==> config.mk <==
export PLATFORM = sky130hd
export DESIGN_NAME = mode_select_fsm_flat
export DESIGN_NICKNAME = d
export VERILOG_FILES = /design/src/rtl/mode_select_fsm_if.sv /design/src/rtl/mode_select_fsm.sv /design/src/flat_wrapper.sv
export SDC_FILE = /design/constraint.sdc
export NUM_CORES = 1
export LEC_CHECK = 0
export ABC_AREA = 1
export CORE_MARGIN = 3
export CORE_UTILIZATION = 23
export DETAILED_ROUTE_END_ITERATION = 12
export GPL_TIMING_DRIVEN = 0
export PLACE_DENSITY = 0.4
export SYNTH_ARGS = -nofsm -noshare
export SYNTH_HDL_FRONTEND = slang
export SYNTH_SLANG_ARGS = --single-unit
export TNS_END_PERCENT = 20
==> constraint.sdc <==
create_clock -name clk -period 1.5 [get_ports clk]
set_input_delay 0.3 -clock clk [delete_from_list [all_inputs] [get_ports clk]]
set_output_delay 0.3 -clock clk [all_outputs]
set_load 0.05 [all_outputs]
==> src/rtl/mode_select_fsm_if.sv <==
// Mode-selector bus: debounced switch inputs, busy handshake and committed-mode outputs.
interface mode_select_fsm_if #(
    parameter int NUM_MODES = 3
);
    logic [NUM_MODES-1:0] x_in;
    logic                 busy;
    logic [NUM_MODES-1:0] mode;
    logic [NUM_MODES-1:0] mode_led;
    logic                 mode_valid;
    logic                 mode_change;
    logic                 pending;
    logic                 error;
    logic [1:0]           state;

    modport master (
        output x_in, busy,
        input  mode, mode_led, mode_valid, mode_change, pending, error, state
    );

    modport slave (
        input  x_in, busy,
        output mode, mode_led, mode_valid, mode_change, pending, error, state
    );
endinterface

==> src/rtl/mode_select_fsm.sv <==
// Debounced one-hot mode selector with busy-deferred commits and invalid-input recovery.
// Optional feature macro: MODE_ERR_BLINK_EN (blinking all-on LEDs while in ERROR).
module mode_select_fsm #(
    parameter int NUM_MODES         = 3,
    parameter int STABLE_CYCLES     = 4,
    parameter int BLINK_HALF_PERIOD = 25_000_000
) (
    input  logic              clk,
    input  logic              rst,
    mode_select_fsm_if.slave  bus
);
    localparam int               CNT_W   = $clog2(STABLE_CYCLES + 1);
    localparam logic [CNT_W-1:0] CNT_MAX = CNT_W'(STABLE_CYCLES);

    typedef enum logic [1:0] {
        NONE    = 2'b00,
        ACTIVE  = 2'b01,
        PENDING = 2'b10,
        ERROR   = 2'b11
    } state_t;

    generate
        if (NUM_MODES < 2 || STABLE_CYCLES < 1 || BLINK_HALF_PERIOD < 1) begin : g_bad_params
            $error("mode_select_fsm: illegal parameter set");
        end
    endgenerate

    state_t               fsm_state;
    logic [NUM_MODES-1:0] s;
    logic [NUM_MODES-1:0] mode_r;
    logic [NUM_MODES-1:0] pend_r;
    logic [CNT_W-1:0]     cnt;
    logic                 mode_change_r;
    logic                 settled;
    logic                 is_zero;
    logic                 is_valid;
    logic                 is_multi;

    // Sampler: any change restarts the stability count at 1
    always_ff @(posedge clk) begin
        if (rst) begin
            s   <= '0;
            cnt <= '0;
        end else if (bus.x_in != s) begin
            s   <= bus.x_in;
            cnt <= CNT_W'(1);
        end else if (cnt != CNT_MAX) begin
            cnt <= cnt + CNT_W'(1);
        end
    end

    assign settled  = (cnt == CNT_MAX);
    assign is_zero  = (s == '0);
    assign is_valid = !is_zero && ((s & (s - NUM_MODES'(1))) == '0);
    assign is_multi = !is_zero && !is_valid;

    // Mode FSM: settled MULTI outranks every state and the busy check
    always_ff @(posedge clk) begin
        if (rst) begin
            fsm_state     <= NONE;
            mode_r        <= '0;
            pend_r        <= '0;
            mode_change_r <= 1'b0;
        end else begin
            mode_change_r <= 1'b0;
            if (settled && is_multi) begin
                fsm_state     <= ERROR;
                mode_r        <= '0;
                mode_change_r <= |mode_r;
            end else if (settled) begin
                case (fsm_state)
                    NONE: begin
                        if (is_valid) begin
                            mode_r        <= s;
                            mode_change_r <= 1'b1;
                            fsm_state     <= ACTIVE;
                        end
                    end
                    ACTIVE: begin
                        if (s != mode_r) begin
                            if (!bus.busy) begin
                                mode_r        <= s;
                                mode_change_r <= 1'b1;
                                fsm_state     <= is_zero ? NONE : ACTIVE;
                            end else begin
                                pend_r    <= s;
                                fsm_state <= PENDING;
                            end
                        end
                    end
                    PENDING: begin
                        if (s == pend_r) begin
                            if (!bus.busy) begin
                                mode_r        <= pend_r;
                                mode_change_r <= 1'b1;
                                fsm_state     <= (pend_r == '0) ? NONE : ACTIVE;
                            end
                        end else if (s == mode_r) begin
                            fsm_state <= ACTIVE;
                        end else begin
                            pend_r <= s;
                        end
                    end
                    ERROR: begin
                        if (is_zero) begin
                            fsm_state <= NONE;
                        end else if (is_valid) begin
                            mode_r        <= s;
                            mode_change_r <= 1'b1;
                            fsm_state     <= ACTIVE;
                        end
                    end
                    default: fsm_state <= NONE;
                endcase
            end
        end
    end

    assign bus.mode        = mode_r;
    assign bus.mode_valid  = |mode_r;
    assign bus.mode_change = mode_change_r;
    assign bus.pending     = (fsm_state == PENDING);
    assign bus.error       = (fsm_state == ERROR);
    assign bus.state       = fsm_state;

`ifdef MODE_ERR_BLINK_EN
    localparam int                 BLINK_W    = (BLINK_HALF_PERIOD > 1) ? $clog2(BLINK_HALF_PERIOD) : 1;
    localparam logic [BLINK_W-1:0] BLINK_LAST = BLINK_W'(BLINK_HALF_PERIOD - 1);

    logic [BLINK_W-1:0] blink_cnt;
    logic               blink_on;

    // Held in reset outside ERROR so every ERROR entry starts with LEDs on
    always_ff @(posedge clk) begin
        if (rst || fsm_state != ERROR) begin
            blink_cnt <= '0;
            blink_on  <= 1'b1;
        end else if (blink_cnt == BLINK_LAST) begin
            blink_cnt <= '0;
            blink_on  <= ~blink_on;
        end else begin
            blink_cnt <= blink_cnt + BLINK_W'(1);
        end
    end

    assign bus.mode_led = (fsm_state == ERROR) ? {NUM_MODES{blink_on}} : mode_r;
`else
    assign bus.mode_led = mode_r;
`endif

endmodule

==> src/flat_wrapper.sv <==
// flat-port wrapper written by rule: the top's interface ports become plain ports
module mode_select_fsm_flat 
#(
    parameter int NUM_MODES         = 3,
    parameter int STABLE_CYCLES     = 4,
    parameter int BLINK_HALF_PERIOD = 25_000_000
)
  (clk, rst, bus_x_in, bus_busy, bus_mode, bus_mode_led, bus_mode_valid, bus_mode_change, bus_pending, bus_error, bus_state);
  mode_select_fsm_if #(.NUM_MODES(NUM_MODES)) bus_i ();
  input  logic clk;
  input  logic rst;
  input wire logic [$bits(bus_i.x_in)-1:0] bus_x_in;
  input wire logic [$bits(bus_i.busy)-1:0] bus_busy;
  output wire logic [$bits(bus_i.mode)-1:0] bus_mode;
  output wire logic [$bits(bus_i.mode_led)-1:0] bus_mode_led;
  output wire logic [$bits(bus_i.mode_valid)-1:0] bus_mode_valid;
  output wire logic [$bits(bus_i.mode_change)-1:0] bus_mode_change;
  output wire logic [$bits(bus_i.pending)-1:0] bus_pending;
  output wire logic [$bits(bus_i.error)-1:0] bus_error;
  output wire logic [$bits(bus_i.state)-1:0] bus_state;
  assign bus_i.x_in = bus_x_in;
  assign bus_i.busy = bus_busy;
  assign bus_mode = bus_i.mode;
  assign bus_mode_led = bus_i.mode_led;
  assign bus_mode_valid = bus_i.mode_valid;
  assign bus_mode_change = bus_i.mode_change;
  assign bus_pending = bus_i.pending;
  assign bus_error = bus_i.error;
  assign bus_state = bus_i.state;
  mode_select_fsm #(.NUM_MODES(NUM_MODES), .STABLE_CYCLES(STABLE_CYCLES), .BLINK_HALF_PERIOD(BLINK_HALF_PERIOD)) u_core (.clk(clk), .rst(rst), .bus(bus_i));
endmodule
# --- After elaboration in Yosys (flattened, before gate mapping) ---
# Cells that the tools add are included.
totals:
  reg_bits: 15
  inputBits: 6
  output_inout_bits: 12
  elab_cells: 83
classes:
  n_addsub: 2
  eq_ne: 20
  muxes: 34
  n_bitwise: 2
  reduce_logical: 18
ops:
  columns: ["cell", "n"]
  rows:
  - ["two-way mux 3 bit", 10]
  - ["two-way mux 2 bit", 9]
  - ["inequality test 2 bit, second input constant", 6]
  - ["case mux 3 bit (4 select lines)", 1]
  - ["two-way mux 1 bit", 11]
  - ["logical NOT 3 bit", 3]
  - ["case mux 2 bit (4 select lines)", 1]
  - ["AND reduction 7 bit", 1]
  - ["== test 3 bit", 2]
  - ["inequality test 3 bit", 2]
  - ["case mux 3 bit (2 select lines)", 1]
  - ["AND reduction 6 bit", 1]
  - ["nonzero test 2 bit", 3]
  - ["== test 2 bit, second input constant", 2]
  - ["inequality test 2 x 1 -> 1 bit, second input constant", 2]
  - ["inequality test 4 x 1 -> 1 bit, second input constant", 1]
  - ["inequality test 4 x 3 -> 1 bit, second input constant", 1]
  - ["case mux 1 bit (4 select lines)", 1]
  - ["AND reduction 4 bit", 1]
  - ["OR reduction 2 bit", 2]
  - ["adder 3 x 1 -> 3 bit, second input constant", 1]
  - ["bitwise AND 3 bit", 1]
  - ["== test 3 bit, second input constant", 1]
  - ["logical AND 1 bit", 3]
  - ["other kinds (8)", 9]

# --- Longest topological paths before layout ---
# Gate-level depths: netlist of run 1.
depth:
  depth_word: 9
  mapped_depth: 13

# --- Least setup slack after synthesis of run 1 ---
# No wires, ideal clock.
synth_path:
  kind: "reg-to-reg"
  startpoint: "register u_core.fsm_state[0], in the netlist u_core.bus.state[0]"
  endpoint: "register u_core.mode_r[0], in the netlist u_core.bus.mode[0]"
  setup_ns: 0.115
  t_arrival_ns: 2.140
  t_required_ns: 1.385
  slack_ns: -0.754
  path_stages_with_launch: 12
  path_buffers: 1
  synth_period_minus_slack_ns: 2.254
  cell_sequence: "dfxtp_1 > inv_1 > ha_1 > buf_2 > nor2_1 > inv_1 > nand2_1 > nand4_1 > nor2_4 > nand2_1 > nand2_1 > nor2_1"
synth_via:
  elab_chain_cells: 3
  elab_cells_between_ends: 11
  cone_classes: "eq/ne: 8; mux: 1; reduce/logical: 2"
synth_lines:
  columns: ["item", "line_no", "rtl"]
  rows:
  - ["from (decl)", "mode_select_fsm.sv:28", "state_t fsm_state;"]
  - ["from (signal assigned)", "mode_select_fsm.sv:84", "fsm_state <= is_zero ? NONE : ACTIVE;"]
  - ["from (signal assigned)", "mode_select_fsm.sv:96", "fsm_state <= (pend_r == '0) ? NONE : ACTIVE;"]
  - ["== test 2 bit (*)", null, null]
  - ["net bus_pending", "flat_wrapper.sv:18", "output wire logic [$bits(bus_i.pending)-1:0] bus_pending;"]
  - ["inequality test 2 x 1 -> 1 bit (no source line) or inequality test 2 bit (tied branches)", null, null]
  - ["AND reduction 6 bit (no source line)", null, null]
  - ["to (signal assigned)", "mode_select_fsm.sv:74", "mode_r <= s;"]
  - ["to (signal assigned)", "mode_select_fsm.sv:82", "mode_r <= s;"]
  - ["to (signal assigned)", "mode_select_fsm.sv:94", "mode_r <= pend_r;"]
  - ["to (decl)", "mode_select_fsm.sv:30", "logic [NUM_MODES-1:0] mode_r;"]
# The timed path passes the listed nets; every way through them passes the cells marked *.
# A chain may end at the register's enable or synchronous reset.

# --- Worst setup path after layout of run 1 ---
layout_path:
  startpoint: "register u_core.fsm_state[0], in the netlist u_core.bus.state[0]"
  endpoint: "register u_core.mode_r[0], in the netlist u_core.bus.mode[0]"
layout_via:
  elab_chain_cells: 3
  elab_cells_between_ends: 11
  cone_classes: "eq/ne: 8; mux: 1; reduce/logical: 2"
layout_lines:
  columns: ["item", "line_no", "rtl"]
  rows:
  - ["== test 2 x 1 -> 1 bit or == test 2 bit (tied branches)", "mode_select_fsm.sv:71", "case (fsm_state)"]
  - ["inequality test 2 x 1 -> 1 bit (no source line) or inequality test 2 bit (tied branches)", null, null]
  - ["AND reduction 6 bit (no source line)", null, null]
# Parallel ways exist; a longest one is shown, timed or not.

==> impl_metrics.tcl, run 1 <==
set metrics [dict create \
    nets 230 \
    rr_endpoint "u_core.bus.mode[0]" \
    powerDensity_nw_per_um2 563.5 \
    rows 25 \
    place.port_buffers 17 \
    antenna_left 0 \
    synthesis.nets 200 \
    dp.cells 272 \
    rsz0062_at_grt "true" \
    worst-endpoint-arrival_ps 1680 \
    antenna_found_initial 0 \
    fill_cells 531 \
    p_leak_nw 0.7745 \
    clk_latency_ps 250 \
    die_h_um 76.98 \
    pin_count 18 \
    final_cells 284 \
    ff2ff_path_depth 11 \
    p_sw_uw 274.6 \
    clock_path_buffers 2 \
    routedWlPerCell_um 11.86 \
    start_util_pct 24.21 \
    clk_pin_slew_ps 70 \
    grt_remaining_overflow 0 \
    finalWeightedCongestion 0.8027 \
    crit_path_max_fanout 6 \
    sw_frac_of_total_pct 29.90 \
    via_count 1237 \
    start_kind "register" \
    placed_cell_area_um2 1454 \
    status "complete, but fails checks" \
    setup_tns_ps -61.62 \
    synth_cells 188 \
    core_um2 4786 \
    die-area_um2 5925 \
    layout-drive-gt1-share_pct 31.34 \
    timing.rr.start "u_core.bus.state[0]" \
    ir_worst_vdd_mv 0.3291 \
    hold_slack_ps 491.7 \
    final_cell_mix "nand2_1 (49), nor2_1 (26), inv_1 (21)" \
    yosysSeqAreaShare_pct 25.92 \
    syn-cell-area_um2 1159 \
    power_frac_seq_pct 44.9 \
    antenna_cells 0 \
    yosysWarnings 0 \
    min_path_cells 2 \
    period_needed_ps 1522 \
    dpl.hpwl_mm 2.506 \
    drt_iter0_drc 93 \
    violations "negative setup slack" \
    pwr-share-clk_pct 39.3 \
    drtPass1Iterations 4 \
    layout_commonest_cell "nand2_1" \
    grt_max_degree 11 \
    worst_pin_slew_ps 493.7 \
    grt_usage_pct 11.40 \
    viasPerCell 4.356 \
    ctsHoldBuffers 0 \
    grt_pass1_vias 1173 \
    hold_viol 0 \
    combPwrFrac_pct 15.9 \
    fin_area_um2 1630 \
    period_share_pct 101.5 \
    dieWidth_um 76.98 \
    worstHoldPathType "reg -> reg" \
    maxCapViolCount 0 \
    max_slew_margin_pct 67.22 \
    rrSetupSlack_ps -20 \
    drv_slew 0 \
    intPower_uw 644.0 \
    totalWireLength_mm 3.369 \
    min_to "u_core.cnt[1]" \
    cts.sinks 15 \
    synth_cell_types 26 \
    fin_worst_skew_ps 2.019 \
    root_buffer "clkbuf_8" \
    cp.required_ps 1660 \
    drcViolationCount 0 \
    setup_violations 3 \
    htreeDepth 1 \
    area_growth_pct 40.71 \
    fin_ws_ps -22.23 \
    numCtsBuffers 3 \
    synth-seq-cells 15 \
    cts_tree "done" \
    clock.fmax_ghz 0.6569 \
    end_kind "register" \
    syn_area_per_cell_um2 6.163 \
    grt_pass1_wl_mm 5.499 \
    min-delay-start "u_core.cnt[1]" \
    crit_type "reg -> reg" \
]
==> through the flow <==
stage                     power (mW)  setup WS [ps]  util, %
after floorplan               0.5017         -104.6        -
after global placement        0.5440         -412.8    30.38
final                         0.9186         -22.23    34.07
after CTS                     0.9255         -28.10    32.13
after detailed placement      0.5452         -368.7    30.38
after global routing          0.9722         -141.5    34.07
==> cells in the mapped netlist, drive strengths merged <==
cell type   n  area (um2)
a2111oi     1       8.760
a21oi      11       66.32
a31oi       1       6.260
buf         5       38.78
dfxtp      15       300.3
ha          6       75.07
inv        31       116.4
nand2      53       203.9
nand3      12       75.07
nand4       6       37.54
nor2       32       130.1
nor3        3       15.01
o21ai       8       43.79
o21bai      1       7.510
xnor2       2       25.03
xor2        1       8.760
==> routing by layer <==
metal	vias to the layer above	global-route usage, %	wire length [um]
met4	0	4.093	46
met5	-	0	0
li1	646	-	-
met3	6	2.113	173
met2	37	17.68	1524
met1	548	15.69	1624
==> power by group through the flow <==
stage	Sequential, mW	Clock, mW	Combinational (mW)
5_1_grt	0.413	0.395	0.163
4_1_cts	0.411	0.379	0.135
2_1_floorplan	0.417	0	0.0847
3_3_place_gp	0.419	0	0.125
6_report	0.412	0.361	0.146
3_5_place_dp	0.419	0	0.126
==> worst max-delay path by stage <==
| stage | from | end | slack [ps] | cells after the start |
|---|---|---|---|---|
| floorplan | u_core.bus.state[0] | u_core.bus.mode[1] | -100 | 11 |
| global placement | bus_x_in[1] | u_core.cnt[0] | -410 | 6 |
| detailed placement | bus_x_in[1] | u_core.cnt[0] | -370 | 6 |
| CTS | u_core.cnt[0] | u_core.bus.state[1] | -30 | 12 |
| global route | u_core.s[0] | u_core.bus.mode[0] | -140 | 10 |
| finish | u_core.bus.state[0] | u_core.bus.mode[0] | -20 | 11 |
==> cells by family (layout without fill, tap and decap cells) <==
| logic type | count (synthesis) | in the layout | share of synthesized area, % |
|---|---|---|---|
| simple gates | 106 | 106 | 39.85 |
| buf+inv | 36 | 65 | 13.39 |
| compound gates | 22 | 22 | 11.45 |
| flops | 15 | 15 | 25.92 |
| fa+ha+maj | 6 | 6 | 6.479 |
| xor+xnor | 3 | 3 | 2.916 |
==> worst max-delay path, cell delays in order (launching register included) <==
cell	delay [ps]
dfxtp_4	390
inv_4	40
ha_4	150
buf_8	120
nor2_4	110
inv_2	50
nand2_1	50
nand4_1	130
nor2_4	200
nand2_1	70
nand2_1	60
nor2_1	30
==> flip-flops by register name, indices dropped and copies added (netlist names) <==
signal / count
u_core.bus.mode: 3
u_core.cnt: 3
u_core.pend_r: 3
u_core.s: 3
u_core.bus.state: 2
u_core.bus.mode_change: 1
==> final cells by class <==
cell class / count / area [um2] / area share (%)
clock buffers: 3 / 41.29 / 2.533
flip-flops and latches: 15 / 316.6 / 19.42
repair buffers: 25 / 205.2 / 12.59
plain buffers: 5 / 48.80 / 2.993
multi-input cells: 137 / 802.0 / 49.19
clock inverters: 1 / 6.256 / 0.3837
well taps: 67 / 83.83 / 5.142
inverters: 31 / 126.4 / 7.751
==> repair_timing <==
action / CTS / global route
endpoints found under the setup margin: 24 / 15
setup buffers: 0 / 8
resized for setup: 43 / 19
pin swaps: 4 / 11
(Power assumes the default switching activity.)
==> run 2, diff against run 1 <==
--- a/config.mk
+++ b/config.mk
@@ -6,11 +6,10 @@
 export NUM_CORES = 1
 export LEC_CHECK = 0
 export ABC_AREA = 1
-export CORE_MARGIN = 3
-export CORE_UTILIZATION = 23
+export CORE_UTILIZATION = 35
 export DETAILED_ROUTE_END_ITERATION = 12
 export GPL_TIMING_DRIVEN = 0
-export PLACE_DENSITY = 0.4
+export PLACE_DENSITY = 0.56
 export SYNTH_ARGS = -nofsm -noshare
 export SYNTH_HDL_FRONTEND = slang
 export SYNTH_SLANG_ARGS = --single-unit
==> run 2 against run 1 <==
  * The run still ends with negative setup slack left
  * Flip-flop and latch count unchanged
  * Critical path depth stayed put
  * Maximum frequency shrank 1.2%
  * Clock power fell by 32%
  * Wire length fell by 9.0%
  * Power decreased by 13%
  * Worst hold slack improved by 16 ps
  * Register-to-register slack lost 20 ps
  * Cell area down 0.61%
  * Via count up 2.5%
  * Clock skew barely moved
  * Largest power group unchanged
==> impl_metrics.tcl, run 2 (synthesized netlist as in run 1, its figures left out) <==
set metrics [dict create \
    start_util_pct 37.34 \
    routedWlPerCell_um 11.70 \
    numCtsBuffers 3 \
    cts.sinks 15 \
    max_slew_margin_pct 67.94 \
    ctsHoldBuffers 0 \
    nets 231 \
    via_count 1268 \
    sw_frac_of_total_pct 30.36 \
    grt_remaining_overflow 0 \
    antenna_cells 0 \
    p_sw_uw 242.8 \
    finalWeightedCongestion 0.8451 \
    period_share_pct 102.7 \
    core_um2 3103 \
    worstHoldPathType "reg -> reg" \
    end_kind "register" \
    status "complete, but fails checks" \
    fill_cells 339 \
    totalWireLength_mm 3.066 \
    maxCapViolCount 0 \
    antenna_left 0 \
    grt_usage_pct 18.08 \
    final_cell_mix "nand2_1 (47), nor2_1 (25), inv_1 (20)" \
    dpl.hpwl_mm 2.274 \
    htreeDepth 1 \
    p_leak_nw 0.7703 \
    viasPerCell 4.840 \
    grt_pass1_wl_mm 4.830 \
    drv_slew 0 \
    antenna_found_initial 0 \
    drcViolationCount 0 \
    place.port_buffers 17 \
    clk_pin_slew_ps 100 \
    intPower_uw 556.8 \
    placed_cell_area_um2 1425 \
    drtPass1Iterations 4 \
    pin_count 18 \
    layout_commonest_cell "nand2_1" \
    root_buffer "clkbuf_4" \
    powerDensity_nw_per_um2 493.5 \
    area_growth_pct 39.85 \
    combPwrFrac_pct 18.0 \
    violations "negative setup slack" \
    multiInputGateArea_um2 812.0 \
    period_needed_ps 1541 \
    start_kind "register" \
    fin_ws_ps -40.66 \
    fin_area_um2 1620 \
    power_frac_seq_pct 51.4 \
    clk_latency_ps 290 \
    rsz0062_at_grt "true" \
    clock.fmax_ghz 0.6491 \
    die-area_um2 3544 \
    worst_pin_slew_ps 482.8 \
    pwr-share-clk_pct 30.5 \
    drt_iter0_drc 77 \
    fin_worst_skew_ps 2.456 \
    rows 20 \
    crit_path_max_fanout 6 \
    worst-endpoint-arrival_ps 1740 \
    ir_worst_vdd_mv 0.3154 \
    grt_pass1_vias 1093 \
    cp.required_ps 1700 \
    clock_path_buffers 2 \
    layout-drive-gt1-share_pct 34.86 \
    grt_max_degree 11 \
    pre_cts_ws_ps -376.3 \
    die_h_um 59.54 \
    dieWidth_um 59.54 \
    dp.cells 249 \
    setup_violations 4 \
    crit_type "reg -> reg" \
    setup_tns_ps -112.6 \
    hold_viol 0 \
    seqCellArea_um2 320.3 \
    cts_tree "done" \
    final_cells 262 \
]
## run 2: cell types whose count changed in the layout (fill, tap and decap cells not counted), moves of 2 or more
cell,change
dlygate4sd2_1,-2
buf_4,+2
clkbuf_8,-3
nand2_1,-2
clkbuf_4,+3
clkdlybuf4s15_2,+2
## run 2: power by group through the flow
| stage | clock network (mW) | registers [mW] | logic [mW] |
|---|---|---|---|
| 2_1_floorplan | 0 | 0.417 | 0.0847 |
| 3_3_place_gp | 0 | 0.419 | 0.122 |
| 3_5_place_dp | 0 | 0.419 | 0.122 |
| 4_1_cts | 0.252 | 0.411 | 0.129 |
| 5_1_grt | 0.278 | 0.413 | 0.164 |
| 6_report | 0.244 | 0.411 | 0.144 |
## run 2: layout make-up
cell class,instances,area share (%)
tap,44,3.398
timing repair buffer,26,14.21
multi-input combinational,137,50.12
sequential,15,19.77
clock inverter,1,0.3089
inverter,31,7.799
buffer,5,3.012
clock buffer,3,1.390
## run 2: per-layer routing
layer  share of wire, %  wire length [um]  GRT usage (%)  vias up
met5                  0                 0              0        -
met4               0.78                24          2.658        0
met3                3.6               111          4.585        4
met2                 49              1504          31.30       27
met1                 46              1424          23.02      585
li1                   -                 -              -      652
## run 2: path summary, 6_finish.rpt
check	from	end	slack, ps	depth (start not counted)
min	u_core.cnt[1]	u_core.cnt[1]	510	2
min reg2reg	u_core.cnt[1]	u_core.cnt[1]	510	2
max reg2reg	u_core.bus.state[0]	u_core.bus.mode[2]	-40	11
max	u_core.bus.state[0]	u_core.bus.mode[2]	-40	11
## run 2: repair_timing
action	4_1_cts	5_1_grt
endpoints found under the hold margin	0	0
resized for setup	49	29
pin swaps	3	18
setup buffers	0	9
endpoints found under the setup margin	23	13
## run 2: per-stage QoR
step | utilization, % | hold WS (ps) | power (mW)
after floorplan | - | 353.3 | 0.5017
after global placement | 45.93 | 473.0 | 0.5405
after detailed placement | 45.93 | 493.2 | 0.5409
after CTS | 47.42 | 505.3 | 0.7921
after global routing | 52.22 | 530.3 | 0.8548
final | 52.22 | 507.7 | 0.7996
## run 2: worst max-delay path, stage by stage (launching register included)
cell	delay (ps)
dfxtp_4	400
inv_4	40
ha_4	150
buf_8	130
nor2_4	110
inv_2	40
nand2_1	50
nand4_1	140
nor2_4	200
nand2_1	80
nand2_1	60
nor2_1	40
==> run 3, diff against run 2 <==
--- a/config.mk
+++ b/config.mk
@@ -6,6 +6,7 @@
 export NUM_CORES = 1
 export LEC_CHECK = 0
 export ABC_AREA = 1
+export CORE_MARGIN = 1.5
 export CORE_UTILIZATION = 35
 export DETAILED_ROUTE_END_ITERATION = 12
 export GPL_TIMING_DRIVEN = 0
==> run 3 against run 2 <==
  * The flow still finishes with violations (negative setup slack)
  * Largest power group unchanged
  * Cell area rose by 1.6%
  * Critical path type unchanged
  * Sequential share of layout area fell by 0.32 points
  * Power fell by 1.3%
  * Highest routed layer unchanged
  * Worst hold slack got worse by 6.5 ps
  * Clock-buffer cell count did not move
==> impl_metrics.tcl, run 3 (synthesized netlist as in run 1, its figures left out) <==
set metrics [dict create \
    end_kind "register" \
    clock_path_buffers 2 \
    finalPower_uw 789.5 \
    powerDensity_nw_per_um2 479.5 \
    cts_tree "done" \
    core_um2 3103 \
    nets 235 \
    worst_pin_slew_ps 483.4 \
    root_buffer "clkbuf_4" \
    min_to "u_core.cnt[1]" \
    setup_violations 3 \
    utilization_pct 53.06 \
    ff2ff_path_depth 11 \
    min_path_cells 2 \
    rrSetupSlack_ps -40 \
    grt_usage_pct 17.60 \
    viasPerCell 4.714 \
    hold_viol 0 \
    drtPass1Iterations 4 \
    final_cell_mix "nand2_1 (45), nor2_1 (26), inv_1 (19), buf_4 (19)" \
    period_needed_ps 1536 \
    dieWidth_um 60.54 \
    antenna_cells 0 \
    finalWeightedCongestion 0.8539 \
    worstHoldPathType "reg -> reg" \
    drv_slew 0 \
    pin_count 18 \
    power_frac_seq_pct 52.2 \
    die-area_um2 3664 \
    setup_tns_ps -96.96 \
    period_share_pct 102.4 \
    start_util_pct 37.34 \
    layout_commonest_cell "nand2_1" \
    fin_area_um2 1647 \
    routedWlPerCell_um 11.92 \
    grt_max_degree 11 \
    clock.fmax_ghz 0.6510 \
    grt_remaining_overflow 0 \
    grt_pass1_wl_mm 4.788 \
    timing.rr.start "u_core.bus.state[0]" \
    rsz0062_at_grt "true" \
    cts.sinks 15 \
    layout-drive-gt1-share_pct 38.29 \
    die_h_um 60.54 \
    area_growth_pct 42.12 \
    placed_cell_area_um2 1425 \
    cp.required_ps 1700 \
    met1_usage_pct 23.44 \
    status "complete, but fails checks" \
    worst-endpoint-arrival_ps 1730 \
    fin_worst_skew_ps 4.351 \
    numCtsBuffers 3 \
    p_sw_uw 237.1 \
    pre_cts_ws_ps -361.2 \
    place.port_buffers 17 \
    intPower_uw 552.4 \
    min-delay-start "u_core.cnt[1]" \
    grt_pass1_vias 1068 \
    antenna_found_initial 0 \
    crit_type "reg -> reg" \
    sw_frac_of_total_pct 30.04 \
    drcViolationCount 0 \
    htreeDepth 1 \
    clk_latency_ps 290 \
    rows 20 \
    ir_worst_vdd_mv 0.4643 \
    grt_util_met2_pct 29.50 \
    rr_endpoint "u_core.bus.mode[2]" \
    maxCapViolCount 0 \
    crit_path_max_fanout 7 \
    start_kind "register" \
    fin_ws_ps -36.01 \
    totalWireLength_mm 3.172 \
    clk_pin_slew_ps 100 \
    grt.busiest_layer "met2" \
    pwr-share-clk_pct 30.3 \
    drt_iter0_drc 60 \
    antenna_left 0 \
    dpl.hpwl_mm 2.348 \
    combPwrFrac_pct 17.5 \
    p_leak_nw 0.7903 \
    violations "negative setup slack" \
    max_slew_margin_pct 67.90 \
    gr-usage-met3_pct 4.051 \
    via_count 1254 \
]
## run 3: cell types whose count changed in the layout (fill, tap and decap cells not counted), sizes merged
cell           delta
buf               +4
clkbuf            +1
clkdlybuf4s15     -1
## run 3: area by class of cell
class	count	area [um2]
sequential	15	320.3
tap	44	55.05
clock buffer	3	22.52
buffer	5	48.80
multi-input combinational	137	824.5
timing repair buffer	30	244.0
clock inverter	1	5.005
inverter	31	126.4
fill	329	1456
## run 3: metal layers
layer / vias to the layer above / wire (um)
met2: 16 / 1597
met5: - / 0
li1: 658 / -
met1: 578 / 1477
met3: 2 / 83
met4: 0 / 13
## run 3: timing repair
item | in CTS | in global routing
buffers inserted | 0 | 13
resized for setup | 45 | 36
setup endpoints to repair | 23 | 16
pin swaps | 4 | 16
hold buffers | 0 | 0
## run 3: stage by stage
step	hold WS, ps	instances
floorplan	353.3	188
CTS	512.9	253
global route	532.4	266
detailed placement	501.1	249
global placement	473.3	249
finish	501.2	266
## run 3: worst max-delay path, cell delays in order, from the launching register on
cell and delay, ps:
dfxtp_4 390, inv_4 40, ha_4 150, buf_8 120, nor2_4 110, inv_2 40, nand2_1 60, nand4_1 140
nor2_4 210, nand2_1 80, nand2_1 60, nor2_1 30
## run 3: power groups by stage
stage               combinational [mW]  sequential [mW]  clock, mW
CTS                              0.128            0.410      0.251
finish                           0.138            0.412      0.239
global placement                 0.121            0.419          0
global route                     0.155            0.413      0.272
floorplan                       0.0847            0.417          0
detailed placement               0.123            0.419          0
## run 3: how the worst max path moves through the flow
stage / startpoint / to / slack (ps)
3_5_place_dp: bus_x_in[1] / u_core.cnt[0] / -360
2_1_floorplan: u_core.bus.state[0] / u_core.bus.mode[1] / -100
4_1_cts: u_core.cnt[0] / u_core.bus.state[1] / -90
3_3_place_gp: bus_x_in[1] / u_core.cnt[0] / -380
5_1_grt: u_core.s[0] / u_core.bus.state[1] / -130
6_report: u_core.bus.state[0] / u_core.bus.mode[2] / -40
==> RTL edit 1, RTL diff (flow settings as in run 3) <==
`NUM_MODES` is set to 3 in 3 places; all go to 2.
--- a/src/rtl/mode_select_fsm_if.sv
+++ b/src/rtl/mode_select_fsm_if.sv
@@ -1,6 +1,6 @@
 // Mode-selector bus: debounced switch inputs, busy handshake and committed-mode outputs.
 interface mode_select_fsm_if #(
-    parameter int NUM_MODES = 3
+    parameter int NUM_MODES = 2
 );
     logic [NUM_MODES-1:0] x_in;
     logic                 busy;
--- a/src/rtl/mode_select_fsm.sv
+++ b/src/rtl/mode_select_fsm.sv
@@ -1,7 +1,7 @@
 // Debounced one-hot mode selector with busy-deferred commits and invalid-input recovery.
 // Optional feature macro: MODE_ERR_BLINK_EN (blinking all-on LEDs while in ERROR).
 module mode_select_fsm #(
-    parameter int NUM_MODES         = 3,
+    parameter int NUM_MODES         = 2,
     parameter int STABLE_CYCLES     = 4,
     parameter int BLINK_HALF_PERIOD = 25_000_000
 ) (
--- a/src/flat_wrapper.sv
+++ b/src/flat_wrapper.sv
@@ -1,7 +1,7 @@
 // flat-port wrapper written by rule: the top's interface ports become plain ports
 module mode_select_fsm_flat 
 #(
-    parameter int NUM_MODES         = 3,
+    parameter int NUM_MODES         = 2,
     parameter int STABLE_CYCLES     = 4,
     parameter int BLINK_HALF_PERIOD = 25_000_000
 )
Interface: changed (resized bus_mode, bus_mode_led and bus_x_in); port bits go from 18 to 15. The function was not compared with the original's and may differ.
==> RTL edit 1 against run 3 <==
The run still ends with negative setup slack left. Clock power down 8%. Synthesized area fell by 17%. Worst setup slack better by 18 ps. Final area is 21% lower. Total power shrank 16%. Sequential cell count down 3. Routed wire length fell by 26%. Fmax up 1.2%. Utilization decreased by 1.5 points. Non-clock buffer count decreased by 16.
==> RTL edit 1: results (changes against run 3) <==
Violated checks = negative setup slack
CP max-delay cell = dlygate4sd2_1
Post-synth ARST share = 0% (unchanged)
Max FFs per register = 3
Gr usage total = 15.7% (-1.9 points)
Longest Clk Path Bufs = 2 (unchanged)
Initial antenna violation count = 0 (unchanged)
Vias in the first global route = 884 (-17%)
Via count = 973 (-22%)
Final setup vio count = 1 (-2)
Max Clock Skew = 10.7 ps (+6.31 ps)
Final setup margin = -18.1 ps (+17.9 ps)
DP Wirelength = 1780 um (-24%)
Drt first pass iters = 4 (unchanged)
Post-Syn Nets = 162 (-19%)
CP peak stage delay = 540 ps (+150 ps)
Largest net degree at the start of global routing = 11 (unchanged)
Status = finished, violations left
Setup_tns = -18.1 ps (+78.9 ps)
H-tree levels = 1 (unchanged)
Worst VDD drop = 327 uV (-30%)
Sequential share of the synthesized area = 25.1% (-0.79 points)
CTS buffer count = 3 (unchanged)
Slew @ Worst Pin = 482 ps (-1.15 ps)
Netlist cell types = 22 (-15%)
Clk_lat worst skew = 280 ps
Worst path top cell family by delay = buffers and inverters
Root Buffer = clkbuf_4
Internal power = 0.000460 W (-17%)
# nets final = 183 (-22%)
Setup WS pre-CTS = -220 ps (+141 ps)
Top post-synthesis cells by area = dfxtp_1, nand2_1, ha_1
ANT cells = 0 (unchanged)
DR WL/cell = 11.8 um (-0.63%)
CP Max Fanout = 6 (-1)
Number of flops mapped to enable cells by yosys = 0 (unchanged)
LEAKAGE = 0.600 nW (-24%)
Port Buf Inserts = 14 (-3)
Gpl congestion = 0.862 (+0.98%)
Hold Crit Class = reg -> reg
Largest register by flop count = u_core.cnt
Global-route wire length before repair = 3910 um (-18%)
Layout cells sized above 1 = 32.5% (-5.7 points)
Synth warn = 0 (unchanged)
DRT iter0 DRCs = 15 (-75%)
Clk slew on worst S/H paths = 80 ps (-20 ps)
Commonest cells in the netlist = nand2_1, inv_1, nor2_1
Synth Flop Type = dfxtp_1
RTL edit 1: path summary, 6_finish.rpt:
| check | start | endpoint | slack, ps | depth (start not counted) |
|---|---|---|---|---|
| hold reg to reg | u_core.cnt[1]$_SDFFE_PP0P_ | u_core.cnt[1]$_SDFFE_PP0P_ | 500 | 2 |
| hold / removal | u_core.cnt[1]$_SDFFE_PP0P_ | u_core.cnt[1]$_SDFFE_PP0P_ | 500 | 2 |
| setup / recovery | u_core.bus.state[0]$_SDFFE_PP0P_ | bus_state[0] | -20 | 1 |
| setup reg to reg | u_core.s[0]$_SDFFE_PP0P_ | u_core.bus.state[1]$_SDFFE_PP0P_ | 70 | 9 |
RTL edit 1: tightest hold or removal path, delay by kind of cell (launching register included):
family / cells / cell delay (ps)
AO/OA/AOI/OAI: 1 / 60
AND/OR/NAND/NOR: 1 / 70
flip-flops: 1 / 330
RTL edit 1: per-stage QoR:
stage          total power [W]  std cells  util, %  hold slack (ps)  area [um2]
2_1_floorplan         0.000402        149        -              359         986
3_5_place_dp          0.000434        193     46.1              486        1160
4_1_cts               0.000663        197     47.8              499        1200
3_3_place_gp          0.000432        193     46.1              475        1160
5_1_grt               0.000703        199     51.6              526        1300
6_report              0.000660        199     51.6              495        1300
RTL edit 1: routing by layer:
layer	vias up	track usage, %	part of all wire (%)
met2	15	24.1	46
met1	447	22.7	50
met5	-	0	0
met4	0	3.14	1.3
li1	507	-	-
met3	4	3.28	2.9
RTL edit 1: final cells by class:
cell class,instances,area [um2]
Tap cell,30,37.5
Timing Repair Buffer,16,138
Clock inverter,1,3.75
Inverter,22,92.6
Fill cell,270,1220
Clock buffer,3,22.5
Sequential cell,12,256
Multi-Input combinational cell,112,721
Buffer,3,30.0
RTL edit 1: logic make-up after synthesis:
kind of cell,synth area share (%)
buffers and inverters,11.0
XOR/XNOR,2.75
AO/OA/AOI/OAI,11.8
flip-flops,25.1
AND/OR/NAND/NOR,38.9
adder cells (fa/ha/maj),10.5
RTL edit 1: what timing repair did:
| action | CTS | global route |
|---|---|---|
| setup buffers | 0 | 2 |
| pin swaps | 0 | 9 |
| setup endpoints to repair | 16 | 10 |
| resized for setup | 33 | 29 |
RTL edit 1: power groups by stage:
stage                     combinational (W)  clock (W)  sequential (W)
after floorplan                   0.0000664          0        0.000336
after global placement            0.0000949          0        0.000337
after detailed placement          0.0000968          0        0.000337
after CTS                          0.000103   0.000232        0.000329
after global routing               0.000124   0.000246        0.000333
final                              0.000109   0.000220        0.000331
==> RTL edit 2, RTL diff (settings of run 3) <==
Without the edit above. Register the output `bus.error`, without a reset; this adds one clock of latency there.
--- a/src/rtl/mode_select_fsm.sv
+++ b/src/rtl/mode_select_fsm.sv
@@ -120,7 +120,9 @@
     assign bus.mode_valid  = |mode_r;
     assign bus.mode_change = mode_change_r;
     assign bus.pending     = (fsm_state == PENDING);
-    assign bus.error       = (fsm_state == ERROR);
+    always_ff @(posedge clk) begin
+        bus.error <= (fsm_state == ERROR);
+    end
     assign bus.state       = fsm_state;
 
 `ifdef MODE_ERR_BLINK_EN
Formal check against the unedited RTL: not equivalent (a bounded check fails within 10 cycles, from zero or initial values and one cycle with rst high).
==> RTL edit 2 against run 3 <==
Utilization decreased by 4.7 points. Sequential cell count is 1 higher. Synthesized cell count fell by 1.6%. Routed wire length is 5.7% lower. Worst setup slack gained 78 ps. Total power is 13% higher. Synthesized area is 3.6% higher. Final area is 2.8% lower. First-iteration DRC count shrank 42%. Sequential power increased by 6.3%. Hold slack worse by 14 ps.
==> RTL edit 2: results (changes against run 3) <==
Status = complete, no violations
Top post-synthesis cells by area = dfxtp_1, nand2_1, nor2_1
CP arrival = 1700 ps (-30 ps)
Layout cells sized above 1 = 36.3% (-2.0 points)
Reg-to-reg setup timing slack = 40 ps (+80 ps)
Relative slew slack = 67.9% (about the same)
Global-route wire length before repair = 4560 um (-4.8%)
Via count = 1240 (-1.1%)
Sequential share of the synthesized area = 26.7% (+0.78 points)
Internal power = 0.000634 W (+15%)
# nets final = 228 (-3.0%)
Worst VDD drop = 298 uV (-36%)
Final setup vio count = 0 (-3)
DR WL/cell = 11.5 um (-3.9%)
DRT iter0 DRCs = 35 (-42%)
Gpl congestion = 0.842 (-1.3%)
Post-Syn Nets = 197 (-1.5%)
LEAKAGE = 0.762 nW (-3.6%)
Max Clock Skew = 3.88 ps (-0.469 ps)
FMAX = 686 MHz (+5.4%)
Commonest cells in the netlist = nand2_1, nor2_1, inv_1
DP Wirelength = 2140 um (-8.6%)
Clk_lat worst skew = 310 ps (+20 ps)
Drt first pass iters = 4 (unchanged)
Fillers = 365 (+11%)
Hold Slack = 487 ps (-14.1 ps)
CP Max Fanout = 5 (-2)
## RTL edit 2: cell count changes after synthesis, sizes merged, moves of 2 or more
cell    before  now
a21oi       11    5
nand2       53   58
inv         31   27
nand3       12    8
nor3         3    0
o211ai       0    3
nand4        6    4
o21ai        8   10
## RTL edit 2: power groups by stage
stage	clock network (W)	registers [W]	logic, W
after floorplan	0	0.000444	0.0000886
after global placement	0	0.000445	0.000123
after detailed placement	0	0.000446	0.000125
after CTS	0.000319	0.000436	0.000125
after global routing	0.000330	0.000439	0.000160
final	0.000312	0.000438	0.000143
## RTL edit 2: final timing paths
check,endpoint,start,cells after the start
setup / recovery,u_core.bus.state[1]$_SDFFE_PP0P_,u_core.cnt[1]$_SDFFE_PP0P_,12
hold / removal,u_core.cnt[1]$_SDFFE_PP0P_,u_core.cnt[1]$_SDFFE_PP0P_,2
setup reg to reg,u_core.bus.state[1]$_SDFFE_PP0P_,u_core.cnt[1]$_SDFFE_PP0P_,12
hold reg to reg,u_core.cnt[1]$_SDFFE_PP0P_,u_core.cnt[1]$_SDFFE_PP0P_,2
## RTL edit 2: metal layers
metal,up-vias,track usage [%],share of wire [%]
met1,567,21.4,44
met4,0,7.90,1.8
met5,-,0,0
met3,5,1.89,4.7
li1,638,-,-
met2,30,26.5,49
## RTL edit 2: what timing repair did
item                                    4_1_cts  5_1_grt
setup buffers                                 0        9
endpoints found under the setup margin       19       14
pin swaps                                     3        7
gates resized for setup                      38       28
## RTL edit 2: worst max-delay path: stages (launching register included)
cell      delay [ps]
dfxtp_2          340
inv_1             70
ha_2             200
nand2_4           70
clkinv_4          80
nand3_4          100
nand2_4           80
inv_2             40
nand3_2           50
nand2_2           70
nor2_2           100
nand2_1           70
a21oi_2          130
## RTL edit 2: final cells by class
cell class	instances	share of cell area, %
Tap cell	46	3.60
Inverter	28	7.27
Timing Repair Buffer	26	13.4
Clock buffer	4	2.27
Buffer	5	2.81
Multi-Input combinational cell	136	49.6
Sequential cell	16	21.1
## RTL edit 2: metrics by stage
stage | cell area [um2] | cells | util [%] | setup TNS, ps
2_1_floorplan | 1230 | 185 | - | -4.61
3_3_place_gp | 1460 | 248 | 44.1 | -2090
3_5_place_dp | 1460 | 248 | 44.1 | -2320
4_1_cts | 1500 | 252 | 45.2 | -20.3
5_1_grt | 1600 | 261 | 48.3 | -430
6_report | 1600 | 261 | 48.3 | 0
## RTL edit 2: logic make-up after synthesis
group	share of synthesized area, %
AND/OR/NAND/NOR	40.8
adder cells (fa/ha/maj)	6.26
buffers and inverters	12.2
XOR/XNOR	3.55
AO/OA/AOI/OAI	10.5
flip-flops	26.7
